`config.mk`:
```
export PLATFORM = sky130hd
export DESIGN_NAME = obstacle_scheduler
export DESIGN_NICKNAME = d
export VERILOG_FILES = /design/src/rtl/obstacle_scheduler.sv
export SDC_FILE = /design/constraint.sdc
export NUM_CORES = 1
export LEC_CHECK = 0
export CORE_MARGIN = 2
export CORE_UTILIZATION = 57
export DETAILED_ROUTE_END_ITERATION = 10
export GPL_TIMING_DRIVEN = 0
export PLACE_DENSITY = 0.81
export SLEW_MARGIN = 20
export SYNTH_ARGS = -nofsm -noshare
export SYNTH_HDL_FRONTEND = slang
export SYNTH_SLANG_ARGS = --single-unit
```
`constraint.sdc`:
```
create_clock -name clk -period 3.3 [get_ports clk]
set_input_delay 0.825 -clock clk [delete_from_list [all_inputs] [get_ports clk]]
set_output_delay 0.825 -clock clk [all_outputs]
set_load 0.05 [all_outputs]
```
`src/rtl/obstacle_scheduler.sv`:
```
// obstacle_scheduler: owns the obstacle lane of the runner game.
// Slots spawn at X_SPAWN after a pseudo-random tick gap, scroll left by the
// current velocity on every tick, and retire once they reach X_DESPAWN.
// Velocity ramps by one every RAMP_TICKS ticks, saturating at V_MAX.
module obstacle_scheduler #(
    parameter int          NUM_SLOTS  = 4,
    parameter int          X_SPAWN    = 800,
    parameter int          X_DESPAWN  = 150,
    parameter int          MIN_GAP    = 30,
    parameter int          GAP_MASK   = 63,
    parameter int          V_INIT     = 6,
    parameter int          V_MAX      = 15,
    parameter int          RAMP_TICKS = 600,
    parameter logic [15:0] LFSR_SEED  = 16'hACE1
) (
    input  logic                    clk,
    input  logic                    rst,
    input  logic                    tick,
    input  logic                    start,
    input  logic                    halt,
    output logic [NUM_SLOTS-1:0]    obs_valid,
    output logic [10*NUM_SLOTS-1:0] obs_x,
    output logic [4:0]              velocity,
    output logic                    spawn_pulse,
    output logic                    despawn_pulse,
    output logic                    spawn_stall,
    output logic [1:0]              sched_state
);

    localparam int SLOT_W = (NUM_SLOTS > 1) ? $clog2(NUM_SLOTS) : 1;
    localparam int GAP_W  = $clog2(MIN_GAP + GAP_MASK + 1);
    localparam int RAMP_W = $clog2(RAMP_TICKS + 1);

    localparam logic [9:0]        X_SPAWN_X   = 10'(X_SPAWN);
    localparam logic [9:0]        X_DESPAWN_X = 10'(X_DESPAWN);
    localparam logic [4:0]        V_INIT_V    = 5'(V_INIT);
    localparam logic [4:0]        V_MAX_V     = 5'(V_MAX);
    localparam logic [GAP_W-1:0]  MIN_GAP_G   = GAP_W'(MIN_GAP);
    localparam logic [15:0]       GAP_MASK_L  = 16'(GAP_MASK);
    localparam logic [RAMP_W-1:0] RAMP_LAST   = RAMP_W'(RAMP_TICKS - 1);
    localparam logic [15:0]       LFSR_TAPS   = 16'hB400;

    typedef enum logic [1:0] {
        S_IDLE   = 2'b00,
        S_RUN    = 2'b01,
        S_FROZEN = 2'b10
    } state_t;

    // Galois step, taps 16,14,13,11
    function automatic logic [15:0] lfsr_next(input logic [15:0] l);
        return l[0] ? ((l >> 1) ^ LFSR_TAPS) : (l >> 1);
    endfunction

    // Velocity increment saturating at V_MAX
    function automatic logic [4:0] vel_sat_inc(input logic [4:0] v);
        return (v >= V_MAX_V) ? V_MAX_V : v + 5'd1;
    endfunction

    state_t                      state_q, state_d;
    logic [NUM_SLOTS-1:0]        valid_q, valid_d;
    logic [NUM_SLOTS-1:0][9:0]   x_q, x_d;
    logic [4:0]                  vel_q, vel_d;
    logic [GAP_W-1:0]            gap_q, gap_d;
    logic [RAMP_W-1:0]           ramp_q, ramp_d;
    logic [15:0]                 lfsr_q, lfsr_d;
    logic                        spawn_q, spawn_d;
    logic                        despawn_q, despawn_d;
    logic                        stall_q, stall_d;
    logic                        found;
    logic [SLOT_W-1:0]           free_idx;

    // Next-state: start clears the lane, RUN advances one frame per tick,
    // halt freezes everything (including a coincident tick).
    always_comb begin
        state_d   = state_q;
        valid_d   = valid_q;
        x_d       = x_q;
        vel_d     = vel_q;
        gap_d     = gap_q;
        ramp_d    = ramp_q;
        stall_d   = stall_q;
        spawn_d   = 1'b0;
        despawn_d = 1'b0;
        lfsr_d    = lfsr_next(lfsr_q);
        found     = 1'b0;
        free_idx  = '0;

        // Lowest free slot, judged on pre-tick occupancy so a slot retiring
        // this tick cannot be reused until the next one.
        for (int i = NUM_SLOTS - 1; i >= 0; i--) begin
            if (!valid_q[i]) begin
                found    = 1'b1;
                free_idx = SLOT_W'(i);
            end
        end

        if (start) begin
            state_d = S_RUN;
            valid_d = '0;
            x_d     = '0;
            vel_d   = V_INIT_V;
            gap_d   = MIN_GAP_G;
            ramp_d  = '0;
            stall_d = 1'b0;
        end else if (state_q == S_RUN) begin
            if (halt) begin
                state_d = S_FROZEN;
            end else if (tick) begin
                for (int i = 0; i < NUM_SLOTS; i++) begin
                    if (valid_q[i]) begin
                        if (x_q[i] <= X_DESPAWN_X) begin
                            valid_d[i] = 1'b0;
                            x_d[i]     = '0;
                            despawn_d  = 1'b1;
                        end else begin
                            x_d[i] = x_q[i] - {5'd0, vel_q};
                        end
                    end
                end

                if (gap_q != '0) begin
                    gap_d = gap_q - 1'b1;
                end else if (found) begin
                    valid_d[free_idx] = 1'b1;
                    x_d[free_idx]     = X_SPAWN_X;
                    spawn_d           = 1'b1;
                    gap_d             = MIN_GAP_G + GAP_W'(lfsr_q & GAP_MASK_L);
                    stall_d           = 1'b0;
                end else begin
                    stall_d = 1'b1;
                end

                if (ramp_q == RAMP_LAST) begin
                    ramp_d = '0;
                    vel_d  = vel_sat_inc(vel_q);
                end else begin
                    ramp_d = ramp_q + 1'b1;
                end
            end
        end
    end

    // State and output registers, asynchronously reset
    always_ff @(posedge clk or posedge rst) begin
        if (rst) begin
            state_q   <= S_IDLE;
            valid_q   <= '0;
            x_q       <= '0;
            vel_q     <= V_INIT_V;
            gap_q     <= MIN_GAP_G;
            ramp_q    <= '0;
            lfsr_q    <= LFSR_SEED;
            spawn_q   <= 1'b0;
            despawn_q <= 1'b0;
            stall_q   <= 1'b0;
        end else begin
            state_q   <= state_d;
            valid_q   <= valid_d;
            x_q       <= x_d;
            vel_q     <= vel_d;
            gap_q     <= gap_d;
            ramp_q    <= ramp_d;
            lfsr_q    <= lfsr_d;
            spawn_q   <= spawn_d;
            despawn_q <= despawn_d;
            stall_q   <= stall_d;
        end
    end

    assign obs_valid     = valid_q;
    assign obs_x         = x_q;
    assign velocity      = vel_q;
    assign spawn_pulse   = spawn_q;
    assign despawn_pulse = despawn_q;
    assign spawn_stall   = stall_q;
    assign sched_state   = state_q;

endmodule

```
* After elaboration in Yosys (flattened, before gate mapping)
Index checks and enable logic that the tools add are counted.
** Cells by class
- Add/subtract/negate cells :: 8
- $lt $le $gt $ge :: 7
- Equality and inequality tests :: 4
- Muxes and demuxes :: 117
- Bitwise operators :: 5
- Reductions and logical operators :: 12
** Operators with widths (count)
- $mux 10 :: 30
- $mux 40 :: 6
- $mux 1 :: 53
- $mux 7 :: 6
- $le 10x8->1 const B :: 4
- $sub 10x5->10 :: 4
- $mux 5 :: 6
- $and 28x28->28 :: 1
- $not 28->28 :: 1
- $mux 4 :: 6
- $demux 10 s2 :: 1
- $mux 16 :: 1
- $mux 2 :: 7
- $or 12x12->12 :: 1
- $reduce_and 4->1 :: 3
- $add 10x1->10 const B :: 1
- $eq 10x10->1 const B :: 1
- $reduce_bool 2->1 :: 4
- $add 5x6->7 const A :: 1
- $reduce_bool 7->1 :: 1
- $sub 7x1->7 const B :: 1
- $add 5x1->5 const B :: 1
- $ge 5x4->1 const B :: 1
- $ne 2x2->1 const B :: 2
- other kinds (10) :: 10
** Word-level totals
- Flip-flop bits (word level) :: 87
- Input bits :: 5
- Output and inout bits :: 54
- Logic and storage cells :: 166

* Longest topological paths before layout
- Depth after elaboration :: 16
- Mapped depth :: 9
- Mapped depth without buffers :: 9

* Worst setup path after synthesis
OpenSTA, ideal clock, no wires.
- Path type :: register to register
- From :: register vel_q[0], in the netlist velocity[0]
- To :: register x_q (netlist bit obs_x[28])
- Setup time :: 0.082 ns
- Arrival :: 2.757 ns
- Required time :: 3.218 ns
- Setup slack :: 0.461 ns
- Stages on the path, launching flop included :: 9
- Path buffers :: 0
- Clock period less this slack :: 2.839 ns
- Path through :: dfrtp_1 ha_1 inv_1 fa_1 a211oi_1 nor2_1 or4b_1 or3_1 a31oi_1
** Between the ends
- Word-level cells in the longest chain between the ends :: 14
** RTL lines
- from (decl) :: line 62 : logic [4:0] vel_q, vel_d;
- from (signal assigned) :: line 160 : vel_q <= vel_d;
- $sub 10x5->10 (*) :: line 116 : x_d[i] = x_q[i] - {5'd0, vel_q};
- $mux 10 (*) :: line 111 : if (x_q[i] <= X_DESPAWN_X) begin
- $mux 10 (*) :: line 110 : if (valid_q[i]) begin
- $mux 10 (*) :: line 108 : end else if (tick) begin
- $mux 10 (*) :: line 106 : if (halt) begin
- $mux 10 (*) :: line 105 : end else if (state_q == S_RUN) begin
- $mux 10 (*) :: line 97 : if (start) begin
- $or 12x12->12 (no source line)
- $mux 40 :: line 123 : end else if (found) begin
- $mux 40 (*) :: line 121 : if (gap_q != '0) begin
- $mux 40 (*) :: line 108
- $mux 40 (*) :: line 106
- $mux 40 (*) :: line 105
- $mux 40 (*) :: line 97
- to (signal assigned) :: line 148 : x_q <= '0;
- to (signal assigned) :: line 159 : x_q <= x_d;
- to (decl) :: line 61 : logic [NUM_SLOTS-1:0][9:0] x_q, x_d;
Every way passes the cells marked *; elsewhere a longest branch is shown, timed or not. The select of a mux whose other input is x is not followed.
A chain may end at the register's enable or synchronous reset.

* Final worst setup path
- From :: register vel_q[0], in the netlist velocity[0]
- To :: register x_q (netlist bit obs_x[38])
Same word-level chain as after synthesis.

==> out/metrics.cfg <==
[synth]
syn_area_per_cell_um2=9.56
synthAdderAreaFrac=0.0781
synthDistinctLibCells=64
syn_nets=560
synthMuxAreaShare=0.00398
netlist_instances=526
synth-main-ff-cell=dfrtp_1
synth_seq_cells=87
synthXorXnorAreaFrac=0.0348
yosys.area_share.simple=0.195
synth_edf_count=0
yosys-top-cells-area=dfrtp_1 (36%), dfstp_2 (7.3%), ha_1 (6.2%)
synth_compound_gate_area_share=0.212
yosysWarningCount=0
synth_top_family_by_area=compound AO/OA/AOI/OAI gates
ys_async_sr_fraction=1.00
synth_top_area_cell=dfrtp_1
synth_area_mm2=0.00503
synth.top_cell.area_share=0.363
ys_seq_area_frac=0.436

[finish]
utilization=0.689
drive_gt1_frac=0.0732
multi_input_area_mm2=0.00264
seq_area_mm2=0.00219
antenna_cells=0
nets=630
fillers=697
syn_to_final_growth_pct=18.3

[drt]
detail-route-antenna-nets=0
drc=0
vias=4488
drtIter0Drc=353
wl_um=12400
firstDrtPassIters=7
wl_per_cell_um=17.5
viasPerCell=6.33

[hold_path]
whs_path_depth=0
min_path_type=flop to flop
min_from=lfsr_q[9]$_DFF_PP0_
hold_end=lfsr_q[8]$_DFF_PP0_

[power]
p_total_mw=1.93
powerDensity_mw_per_mm2=325
irDropWorstVdd_v=0.000301
p_leak_nw=2.62

[critical_path]
critPathKind=flop to flop
slowest_delay_ns=0.67
worstRegToRegCells=8
critPathMaxFanout=10
worstPathRequired_ns=3.58
end_kind=flop
slowest_stage=dfrtp_1
startpoint_type=flop
reg2reg_to=obs_x[38]$_DFFE_PP0P_
critical_path_arrival_ns=3.22
crit_buf_inv=1
cp_cell_sequence=ha_1 > inv_1 > fa_1 > a211oi_1 > nor2_1 > or4b_1 > or3_1 > a31oi_1
reg2reg_slack_ns=0.36
cp_top_family=simple AND/OR/NAND/NOR gates
r2r_start=velocity[0]$_DFFE_PP0P_

[die]
die_w_um=98.0
start_util=0.583
dieArea_mm2=0.00959
die_h_um=98.0
core_mm2=0.00864
ios=59
num_rows=34

[clocking]
cts_buffers=9
hold_buffers=0
clock_sinks=87
htreeDepth=3
clkSlewWorstSetupHoldPaths_ns=0.10
cts_tree=yes
cts_buffer_depth=2
post_cts_buffers=0
cts-root-buf=clkbuf_8
clock_latency_ns=0.36
cts_resized=0

[placed_design]
detailed_place_hpwl_um=9090
port_buffers=58
gp_congestion=0.956

[global_routing]
grt_pass1_vias=4279
grt_overflow=0
grt_pass1_wl_um=20800
grt_max_degree=46
antenna_found_initial=0
gr-usage-all-layers=0.267

[sta]
finalSetupViolCount=0
hold_viol=0
maxSlewHeadroom=0.502
rsz0062_at_grt=false
fmax_mhz=340
fin_worst_skew_ns=0.00765
slew_viol_final=0
worst_slew_pin_slew_ns=0.740
min_period_over_period=0.891
finalCriticalPeriod_ns=2.94

[run_status]
status=complete, no violations

[run]
maxCapViolations=0

## Yosys cell counts, types with 3 or more instances
| cell type | instances |
|---|---|
| a211o_1 | 3 |
| a211oi_1 | 5 |
| a21o_1 | 13 |
| a21oi_1 | 33 |
| a22o_1 | 21 |
| a31o_2 | 3 |
| a31oi_1 | 10 |
| and2_1 | 3 |
| and3_1 | 8 |
| and4_1 | 4 |
| clkbuf_1 | 15 |
| dfrtp_1 | 73 |
| dfstp_2 | 14 |
| fa_1 | 4 |
| ha_1 | 25 |
| inv_1 | 33 |
| nand2_1 | 38 |
| nand2b_1 | 8 |
| nand3_1 | 14 |
| nand3b_1 | 3 |
| nand4_1 | 9 |
| nor2_1 | 45 |
| nor2b_1 | 6 |
| nor3_1 | 13 |
| nor3b_1 | 7 |
| nor4b_1 | 3 |
| o2111ai_1 | 3 |
| o21a_1 | 5 |
| o21ai_0 | 19 |
| o21bai_1 | 3 |
| o22a_1 | 3 |
| o22ai_1 | 5 |
| o31ai_1 | 9 |
| or3_1 | 3 |
| or4_1 | 4 |
| or4b_1 | 3 |
| xnor2_1 | 9 |
| xor2_1 | 11 |
## kinds of logic (layout without fill, tap and decap cells)
kind of cell	after synthesis	after routing
compound gates	153	153
xor+xnor	20	20
fa+ha+maj	29	29
buf+inv	52	127
flops	87	87
mux	2	2
simple gates	183	183
## sequential cells by signal (all words and copies together), names as in the netlist, 2 cells and up
register     count
obs_x           40
lfsr_q          16
ramp_q          10
gap_q            7
velocity         5
obs_valid        4
sched_state      2
## power breakdown
part / switching [mW] / internal [mW]
Sequential: 0.0103 / 1.08
Clock: 0.415 / 0.283
Combinational: 0.0992 / 0.0438
Total: 0.525 / 1.41
## stage by stage
step	cell area (um2)	setup TNS [ns]	setup slack, ns	cells	hold slack, ns
detailed placement	5770	0	0.237	693	0.341
floorplan	5030	0	0.248	526	0.331
global route	5950	0	0.266	709	0.370
global placement	5750	-79.67	-1.05	692	0.337
CTS	5950	0	0.358	709	0.362
finish	5950	0	0.360	709	0.357
## routing by layer
layer,up-vias,global-route usage,share of wire
met5,-,0,0
met4,0,0.107,0.032
met3,30,0.0530,0.065
met2,173,0.430,0.47
met1,2202,0.358,0.43
li1,2083,-,-
## worst max-delay path by stage
stage / from / endpoint / cells after the start
2_1_floorplan: rst / despawn_pulse$_DFF_PP0_ / 1
3_3_place_gp: rst / obs_x[4]$_DFFE_PP0P_ / 2
3_5_place_dp: halt / obs_x[26]$_DFFE_PP0P_ / 7
4_1_cts: velocity[0]$_DFFE_PP0P_ / obs_x[38]$_DFFE_PP0P_ / 8
5_1_grt: velocity[0]$_DFFE_PP0P_ / obs_x[38]$_DFFE_PP0P_ / 8
6_report: velocity[0]$_DFFE_PP0P_ / obs_x[38]$_DFFE_PP0P_ / 8
## layout make-up
class,instances,share of cell area
multi-input combinational,387,0.443
sequential,87,0.369
timing repair buffer,59,0.101
tap,108,0.0227
inverter,33,0.0212
clock buffer,9,0.0208
buffer,19,0.0130
clock inverter,7,0.00946
## layout by cell type, fill, tap and decap left out, types with 10 or more instances in the layout
cell / synthesis / final
a31oi_1: 10 / 10
o21ai_0: 19 / 19
a22o_1: 21 / 21
xor2_1: 11 / 11
dfstp_2: 14 / 14
nand3_1: 14 / 14
clkbuf_1: 15 / 15
a21o_1: 13 / 13
ha_1: 25 / 25
inv_1: 33 / 32
nor3_1: 13 / 13
dfrtp_1: 73 / 73
a21oi_1: 33 / 33
nor2_1: 45 / 45
clkdlybuf4s50_1: 0 / 58
nand2_1: 38 / 38
Power figures use the tool's default switching activity.
